## config.mk

```make
export PLATFORM = sky130hd
export DESIGN_NAME = wsg_sound_engine
export DESIGN_NICKNAME = d
export VERILOG_FILES = /design/src/rtl/wsg_sound_engine.sv
export SDC_FILE = /design/constraint.sdc
export NUM_CORES = 1
export LEC_CHECK = 0
export BUFFER_PORTS_ARGS = -buffer_cell sky130_fd_sc_hd__buf_4
export CAP_MARGIN = 20
export CORE_MARGIN = 4
export CORE_UTILIZATION = 55
export CTS_CLUSTER_SIZE = 8
export DETAILED_ROUTE_END_ITERATION = 8
export GPL_TIMING_DRIVEN = 0
export PLACE_DENSITY_LB_ADDON = 0.08
export SYNTH_ARGS = -nofsm -noshare
export SYNTH_HDL_FRONTEND = slang
export SYNTH_SLANG_ARGS = --single-unit
```

## constraint.sdc

```tcl
create_clock -name clk_pixel -period 13.7 [get_ports clk_pixel]
set_input_delay 1.37 -clock clk_pixel [delete_from_list [all_inputs] [get_ports clk_pixel]]
set_output_delay 1.37 -clock clk_pixel [all_outputs]
set_load 0.01 [all_outputs]
```

## src/rtl/wsg_sound_engine.sv

```systemverilog
// wsg_sound_engine: Namco WSG 3-voice wavetable generator, one voice per step, mixed mono sample out.
module wsg_sound_engine #(
  parameter int PIXEL_CLOCK = 39250000,
  parameter int STEP_RATE   = 72000
) (
  input  logic       clk_pixel,
  input  logic       reset_n,
  input  logic       wr_stb,
  input  logic [4:0] wr_addr,
  input  logic [3:0] wr_data,
  input  logic       sound_en,
  output logic       prom_rd,
  output logic [7:0] prom_addr,
  output logic       prom_sel,
  input  logic [3:0] prom_data,
  output logic [9:0] sample,
  output logic       sample_valid
);
  localparam int DIV = PIXEL_CLOCK / STEP_RATE;
  localparam int CW = $clog2(DIV);
  typedef enum logic [1:0] {IDLE, ADV, FETCH, MAC} state_t;
  state_t state, state_nxt;
  logic [3:0] regs [32];
  logic [19:0] phase [3];
  logic [CW-1:0] cnt;
  logic [1:0] v;
  logic [9:0] acc;
  logic tick;
  logic [4:0] b;
  logic [3:0] wave, vol_eff;
  logic [19:0] freq, phase_nxt;
  logic [4:0] d;
  logic [9:0] term;
  assign tick = cnt == CW'(DIV - 1);
  // register base for voice v is 5*v
  assign b = (v == 2'd0) ? 5'd0 : (v == 2'd1) ? 5'd5 : 5'd10;
  assign wave = regs[5'h05 + b];
  assign vol_eff = sound_en ? regs[5'h15 + b] : 4'h0;
  assign freq = {regs[5'h14 + b], regs[5'h13 + b], regs[5'h12 + b], regs[5'h11 + b],
                 (v == 2'd0) ? regs[5'h10] : 4'h0};
  assign phase_nxt = phase[v] + freq;
  // PROM nibble biased to signed -8..7; product truncated to 10-bit two's complement
  assign d = {1'b0, prom_data} - 5'd8;
  assign term = {6'd0, vol_eff} * {{5{d[4]}}, d};
  always_ff @(posedge clk_pixel or negedge reset_n)
    if (!reset_n) state <= IDLE;
    else state <= state_nxt;
  always_comb begin
    state_nxt = IDLE;
    case (state)
      IDLE:    state_nxt = tick ? ADV : IDLE;
      ADV:     state_nxt = FETCH;
      FETCH:   state_nxt = MAC;
      default: state_nxt = IDLE;
    endcase
  end
  always_ff @(posedge clk_pixel or negedge reset_n) begin
    if (!reset_n) begin
      for (int i = 0; i < 32; i++) regs[i] <= 4'h0;
      for (int i = 0; i < 3; i++) phase[i] <= 20'h0;
      cnt <= '0;
      v <= 2'd0;
      acc <= 10'd0;
      prom_rd <= 1'b0;
      prom_addr <= 8'h00;
      prom_sel <= 1'b0;
      sample <= 10'd0;
      sample_valid <= 1'b0;
    end else begin
      if (wr_stb) regs[wr_addr] <= wr_data;
      cnt <= tick ? '0 : cnt + 1'b1;
      prom_rd <= state == ADV;
      sample_valid <= 1'b0;
      if (state == ADV) begin
        phase[v] <= phase_nxt;
        prom_addr <= {wave[2:0], phase_nxt[17:13]};
        prom_sel <= wave[3];
      end
      if (state == MAC) begin
        if (v == 2'd2) begin
          sample <= acc + term;
          sample_valid <= 1'b1;
          acc <= 10'd0;
          v <= 2'd0;
        end else begin
          acc <= acc + term;
          v <= v + 2'd1;
        end
      end
    end
  end
endmodule

```

### Word-level counts from Yosys, hierarchy flattened

Cells that the tools add are included.
Widths: inputs -> output; s select.

* $add $sub $neg: 11
* multipliers: 1
* order comparisons: 10
* equality and inequality tests: 6
* muxes and demuxes: 38
* bitwise gates (word level): 8
* reductions and logical operators: 5

Operators with widths (count)
* $bwmux 128: 1
* $bmux 4 s5: 6
* $mux 4: 17
* $bwmux 60: 1
* $mux 20: 3
* $ge 6x6->1 const B: 7
* $not 5->6: 7
* $bmux 20 s2: 1
* $demux 20 s2: 1
* $add 5x4->5 const A: 5
* $add 20x20->20: 1
* $demux 4 s5: 1
* $mux 10: 2
* $add 10x1->10 const B: 1
* $add 10x10->10: 1
* $eq 10x10->1 const B: 1
* $mul 5x5->10: 1
* $eq 2x2->1 const B: 3
* $lt 6x1->1 const B: 1
* $pmux 2 s3: 1
* $add 3x4->5 const A: 1
* $sub 4x4->5 const B: 1
* $eq 2x1->1 const B: 2
* $logic_not 2->1: 2
* 8 further kinds: 11

* register bits: 233
* bits of input ports: 17
* output and inout bits: 21
* logic and storage cells: 123

### Depth between registers and ports, before layout

Gate-level depths: netlist of run 1.

* depth after elaboration: 12
* gate-level depth with buffers: 21
* gate-level depth less buffers: 19

### Least setup slack after synthesis of run 1

Ideal clock, no wire load.

* kind: input to register
* start: input sound_en
* end: register sample[8]
* arrival time: 4984 ps
* path slack: 8581 ps
* cell stages on the path: 17
* buffers on the path: 0
* cell sequence: o211ai_1 -> inv_1 -> nand2_1 -> fa_1 -> fa_1 -> inv_1 -> fa_1 -> inv_1 -> fa_1 -> inv_1 -> ha_1 -> a21o_1 -> a21oi_1 -> o21bai_1 -> a21oi_1 -> xor2_1 -> o21ai_0

* longest elaborated chain between the ends: 3

RTL lines
* from (decl): RTL line 11 `input logic sound_en,`
* $mux 4: RTL line 38 `assign vol_eff = sound_en ? regs[5'h15 + b] : 4'h0;`
* $mul 5x5->10: RTL line 44 `assign term = {6'd0, vol_eff} * {{5{d[4]}}, d};`
* $add 10x10->10: RTL line 81 `sample <= acc + term;`
* to (signal assigned): RTL line 81
* to (decl): RTL line 16 `output logic [9:0] sample,`

No other way between the ends.
A chain may end at the register's enable or synchronous reset.

### Final worst setup path of run 1

* start: register v[1]
* end: register sample[8]

* longest elaborated chain between the ends: 11
* elaborated cells on any way between the ends: 14

RTL lines
* from (decl): RTL line 26 `logic [1:0] v;`
* from (signal assigned): RTL line 87 `v <= v + 2'd1;`
* $eq 2x1->1: RTL line 36 `assign b = (v == 2'd0) ? 5'd0 : (v == 2'd1) ? 5'd5 : 5'd10;`
* $mux 4 (2 in a row): RTL line 36
* $add 5x4->5: RTL line 38
* $not 5->6 (not written as such): RTL line 38
* $bmux 4 s5: RTL line 38
* $mux 4 (not written as such) (2 in a row): RTL line 38
* $mux 4: RTL line 38
* $mul 5x5->10: RTL line 44
* $add 10x10->10: RTL line 81

Several ways; a longest one is shown, not always the timed one. The select of a mux whose other input is x is not followed.

==> run metrics, run 1 <==
outcome=finished clean; Clock Sinks=169; post-detail-place hpwl=16100 µm; total number of vias=6935; antenna cells=0; fmax=181 MHz; Syn Area/Cell=10.0 µm²; postcts setup bufs=0; worst hold path endpoint=phase[3]; fraction of registers with async set or reset after synthesis=100%; Via density=5.62; clock tree buffer depth=2; worst hold path type=reg -> reg; fin crit share=40.4%; Resized Gates After CTS=0; cells after synthesis=944; Worst-Skew Late Latency=0.44 ns; Fillers=1396; minimum clock period=5.54 ns; GRT Residual Overflow=0; terminus of the critical flop-to-flop path=sample[8]; Synth Cell Area=0.00949 mm²; Worst slew margin=37.9%; R2R depth=19; H-tree depth=4; Final Hold Viols=0; Worst Path Arrival=5.84 ns; Total Die Area=0.0194 mm²; ys flop type=dfrtp_1; drt wl/cell=18.1 µm; Netlist cell types=59; die width=139 µm; Detail Route Antenna Nets=0; reg2reg setup slack=8.16 ns; crit end category=register; Seq cells post-synth=169; Synth area leader=dfrtp_1; Ys Warns=0; row count=47; Detailed Route WL=22300 µm; total of max-cap violations=0; initial antenna violation count=0; CTS buffer count=17; Seq/Total Area, Yosys=44.6%; most frequent cells in the layout=dfrtp_1 (169), nand2_1 (139), mux2_2 (84); worst vdd ir=0.0889 mV; number of global-route vias before repair=6728; I/O Buffers=37; EDFF count, synth=0; gp weighted congestion=0.915; worst r2r src=v[1]; Final setup viols=0; Total Routing Usage GR=23.7%; CP required=14.00 ns; largest net degree at the start of global routing=120; # hold bufs at CTS=0; IO Count=38; WS Path Type=reg -> reg; hold_sp=phase[3]; Die Height=139 µm; RSZ-0062 raised after global routing=no; most common cell after layout, fill and taps aside=dfrtp_1; clk slew on worst S/H paths=0.07 ns; Pwr per Cell Area=119 mW/mm²; Syn Nets=1022; first-pass GRT wire length=36500 µm; synth top area cells=dfrtp_1 (45%), mux2_2 (10%), ha_1 (6.1%); Pre-Repair DR Iteration Count=5; Initial Util=56.6%; Final nets=1079; drt initial violations=550; Max Slew Vio Count=0; layout cells sized above 1=18.1%; LEAKAGE=4.83 nW; Syn-to-layout area delta=12.3%; Max FO, Critical Path=10; core area=0.0168 mm²; Clock Skew=0.00686 ns; Remaining DRCs=0; setup TNS=0 ns; Worst setup SP type=register; proportion of netlist area held by the largest area contributor=44.6%; PnR Total Power=1.27 mW; hold path depth=2; Worst Max-Slew Pin Slew=0.925 ns; Root Driver=clkbuf_16; CTS tree=yes
-- cells in the mapped netlist (2+ instances only) --
cell type,n
a21oi_4,2
a211o_1,3
and2_1,8
o31ai_1,3
a21o_1,3
nand3b_1,4
nand4b_1,3
ha_1,46
xor2_1,13
nand2b_1,6
nor3_1,19
nand4_1,4
nor2b_1,9
o21a_1,4
o21ai_1,13
clkbuf_1,36
a21oi_2,4
o22ai_1,8
and3_1,4
xnor2_1,17
mux2_2,84
nor3b_1,4
or2_2,2
a21oi_1,25
o211ai_1,6
mux2i_1,39
o311ai_1,5
buf_2,11
nand2_1,139
nand3_1,22
o21bai_1,2
inv_1,53
fa_1,15
dfrtp_1,169
o21ai_0,83
nor2_1,53
-- registers in the layout (all words and copies together), names as in the netlist --
register / count
sample: 10
state: 2
sample_valid: 1
regs: 70
prom_rd: 1
v: 2
prom_sel: 1
prom_addr: 8
acc: 10
phase: 54
cnt: 10
-- power by group --
group          internal, mW  switching [mW]
Clock                 0.259           0.223
Combinational        0.0997           0.129
Sequential            0.539          0.0213
-- worst max path at each step --
stage / slack (ns) / endpoint / start / cells past startpoint
2_1_floorplan: 8.58 / sample[8] / sound_en / 17
3_3_place_gp: 8.11 / sample[8] / sound_en / 18
3_5_place_dp: 8.09 / sample[8] / sound_en / 18
4_1_cts: 8.15 / sample[8] / v[1] / 19
5_1_grt: 7.77 / sample[8] / v[1] / 19
6_report: 8.16 / sample[8] / v[1] / 19
-- cell type report --
type | count | area, µm² | area share, %
repair buffers | 38 | 313 | 2.94
well taps | 220 | 275 | 2.58
plain buffers | 48 | 194 | 1.82
multi-input cells | 674 | 4860 | 45.6
inverters | 53 | 199 | 1.87
clock inverters | 14 | 154 | 1.44
clock buffers | 18 | 429 | 4.03
flip-flops and latches | 169 | 4230 | 39.7
-- stage by stage --
step,util (%),hold slack (ns),cells,cell area (µm²),setup WS (ns)
floorplan,-,0.445,944,9490,8.58
global placement,59.9,0.461,1201,10000,8.11
detailed placement,60.1,0.467,1202,10100,8.09
CTS,63.6,0.485,1234,10700,8.15
global route,63.6,0.497,1234,10700,7.77
finish,63.6,0.480,1234,10700,8.16
-- logic make-up after synthesis --
logic type	count (synthesis)	synth area share (%)
multiplexers	124	14.2
flip-flops	169	44.6
XOR/XNOR	30	2.77
buffers and inverters	101	4.14
adder cells (fa/ha/maj)	61	9.23
AND/OR/NAND/NOR	287	13.9
AO/OA/AOI/OAI	172	11.1
-- metal layers --
layer,vias up,GRT usage [%],routed length (µm)
met5,-,0,0
met4,0,6.85,384
met3,26,4.49,1010
met2,149,36.6,10200
met1,3388,34.5,10700
li1,3372,-,-
-- critical path, cell delays in order, from the launching register on --
cell and delay, ns:
dfrtp_1 0.35, clkbuf_1 0.33, clkbuf_1 0.61, o211ai_1 0.30, inv_1 0.17, nand2_1 0.09
fa_1 0.49, fa_1 0.54, inv_1 0.05, fa_1 0.52, inv_1 0.05, fa_1 0.55
inv_1 0.05, ha_1 0.28, a21o_1 0.16, a21oi_1 0.24, o21bai_1 0.10, a21oi_1 0.19
xor2_1 0.22, o21ai_0 0.10
Note: power is estimated with default switching activity, not from simulation.
==> run 2, diff against run 1 <==
Clock period 13.7 ns to 4.5 ns, I/O delays scaled along.
==> run metrics, run 2 (synthesized netlist as in run 1, its figures left out) <==
most frequent cells in the layout=dfrtp_1 (167), nand2_1 (137), mux2_2 (82); RSZ-0062 raised after global routing=yes; WHS=0.273 ns; max reg flops=70; final worst slack=0.0100 ns; hold_sp=wr_data[3]; CP required=4.80 ns; setup TNS=0 ns; Total Die Area=0.0194 mm²; R2R depth=19; biggest regs=regs: 70 flops, phase: 54 flops; Final setup viols=0; drt initial violations=586; Final Hold Viols=0; number of global-route vias before repair=6964; Max Slew Vio Count=0; LEAKAGE=4.95 nW; largest net degree at the start of global routing=104; Worst Path Arrival=4.79 ns; core area=0.0168 mm²; non-filler cells, final=1247; layout cells sized above 1=21.2%; H-tree depth=4; Clock Skew=0.0118 ns; Final Core Density=65.0%; gp weighted congestion=0.909; Detail Route Antenna Nets=0; Total Routing Usage GR=24.2%; DR WL met2=10300 µm; Top Metal Used=met4; crit end category=register; Via density=5.58; Worst setup SP type=register; clock tree buffer depth=2; GRT Residual Overflow=0; Largest Register=regs; CTS buffer count=17; Syn-to-layout area delta=14.9%; total number of vias=6957; die width=139 µm; Worst-Skew Late Latency=0.44 ns; Final nets=1092; worst hold path endpoint=regs[3]; Placed Cells=1202; fin crit share=99.8%; minimum clock period=4.49 ns; Design Area, Final=0.0109 mm²; most common cell after layout, fill and taps aside=dfrtp_1; outcome=finished clean; Worst Max-Slew Pin Slew=1.03 ns; Pre-Repair DR Iteration Count=5; Fillers=1385; drt wl/cell=18.0 µm; worst r2r src=v[0]; I/O Buffers=37; antenna cells=0; Pwr per Cell Area=363 mW/mm²; worst vdd ir=0.273 mV; reg2reg setup slack=0.01 ns; Root Driver=clkbuf_16; Worst slew margin=31.0%; Initial Util=56.6%; worst hold path type=in -> reg; setup slack at placement=-0.469 ns; M1 WL=10800 µm; Detailed Route WL=22400 µm; initial antenna violation count=0; row count=47; hold path depth=2; Clock Sinks=169; PnR Total Power=3.96 mW; fmax=223 MHz; Remaining DRCs=0; Die Height=139 µm; WS Path Type=reg -> reg; terminus of the critical flop-to-flop path=acc[9]; first-pass GRT wire length=37400 µm; clk slew on worst S/H paths=0.07 ns; total of max-cap violations=0; post-detail-place hpwl=16200 µm; routed wire length on met3=1010 µm; Max FO, Critical Path=3; IO Count=38; CTS tree=yes; Area after DPL=0.0101 mm²
-- run 2: changes by cell type in the layout (fill, tap and decap cells not counted), moves of 3 or more --
cell      delta
a21oi_1      -3
a21oi_2      +3
buf_4       +13
clkbuf_1     -3
o21ai_0      -7
o21ai_1      +4
o21ai_2      +3
-- run 2: worst max path at each step --
stage / start / to / slack, ns / cells past startpoint
6_report: v[0] / acc[9] / 0.01 / 19
5_1_grt: v[0] / acc[8] / -0.21 / 19
4_1_cts: v[0] / acc[8] / -0.02 / 20
3_5_place_dp: v[1] / acc[8] / -0.47 / 19
3_3_place_gp: v[1] / acc[8] / -0.41 / 19
2_1_floorplan: v[0] / acc[8] / 0.04 / 19
-- run 2: timing repair --
action                     CTS  global route
hold endpoints to repair    66             0
buffers inserted            12             3
pin swaps                   15             9
resized for setup           19            15
hold buffers                 1             0
setup endpoints to repair    8             8
-- run 2: final cells by class --
cell class	count	area, µm²	share of cell area (%)
plain buffers	46	220	2.02
clock buffers	18	429	3.94
clock inverters	14	153	1.40
inverters	53	201	1.85
multi-input cells	674	4950	45.5
flip-flops and latches	169	4230	38.8
well taps	220	275	2.53
repair buffers	53	432	3.96
-- run 2: report_power, final --
group / internal (mW) / switching, mW
clock network: 0.745 / 0.693
registers: 1.64 / 0.0605
logic: 0.377 / 0.440
-- run 2: critical path, cell delays in order (launching register included) --
cell      delay (ns)
dfrtp_2         0.45
mux2_4          0.31
o211ai_1        0.18
buf_4           0.17
inv_4           0.03
nand2_2         0.05
fa_1            0.43
fa_1            0.49
inv_1           0.05
fa_1            0.47
inv_1           0.05
fa_1            0.45
buf_4           0.15
fa_2            0.37
nor2b_4         0.17
nor3_4          0.06
o21bai_1        0.15
a21oi_2         0.09
xnor2_2         0.15
o22ai_1         0.09
-- run 2: metal layers --
layer | GRT usage (%) | up-vias
met5 | 0 | -
met4 | 5.30 | 0
met3 | 5.21 | 20
met2 | 37.6 | 130
met1 | 35.3 | 3405
li1 | - | 3402
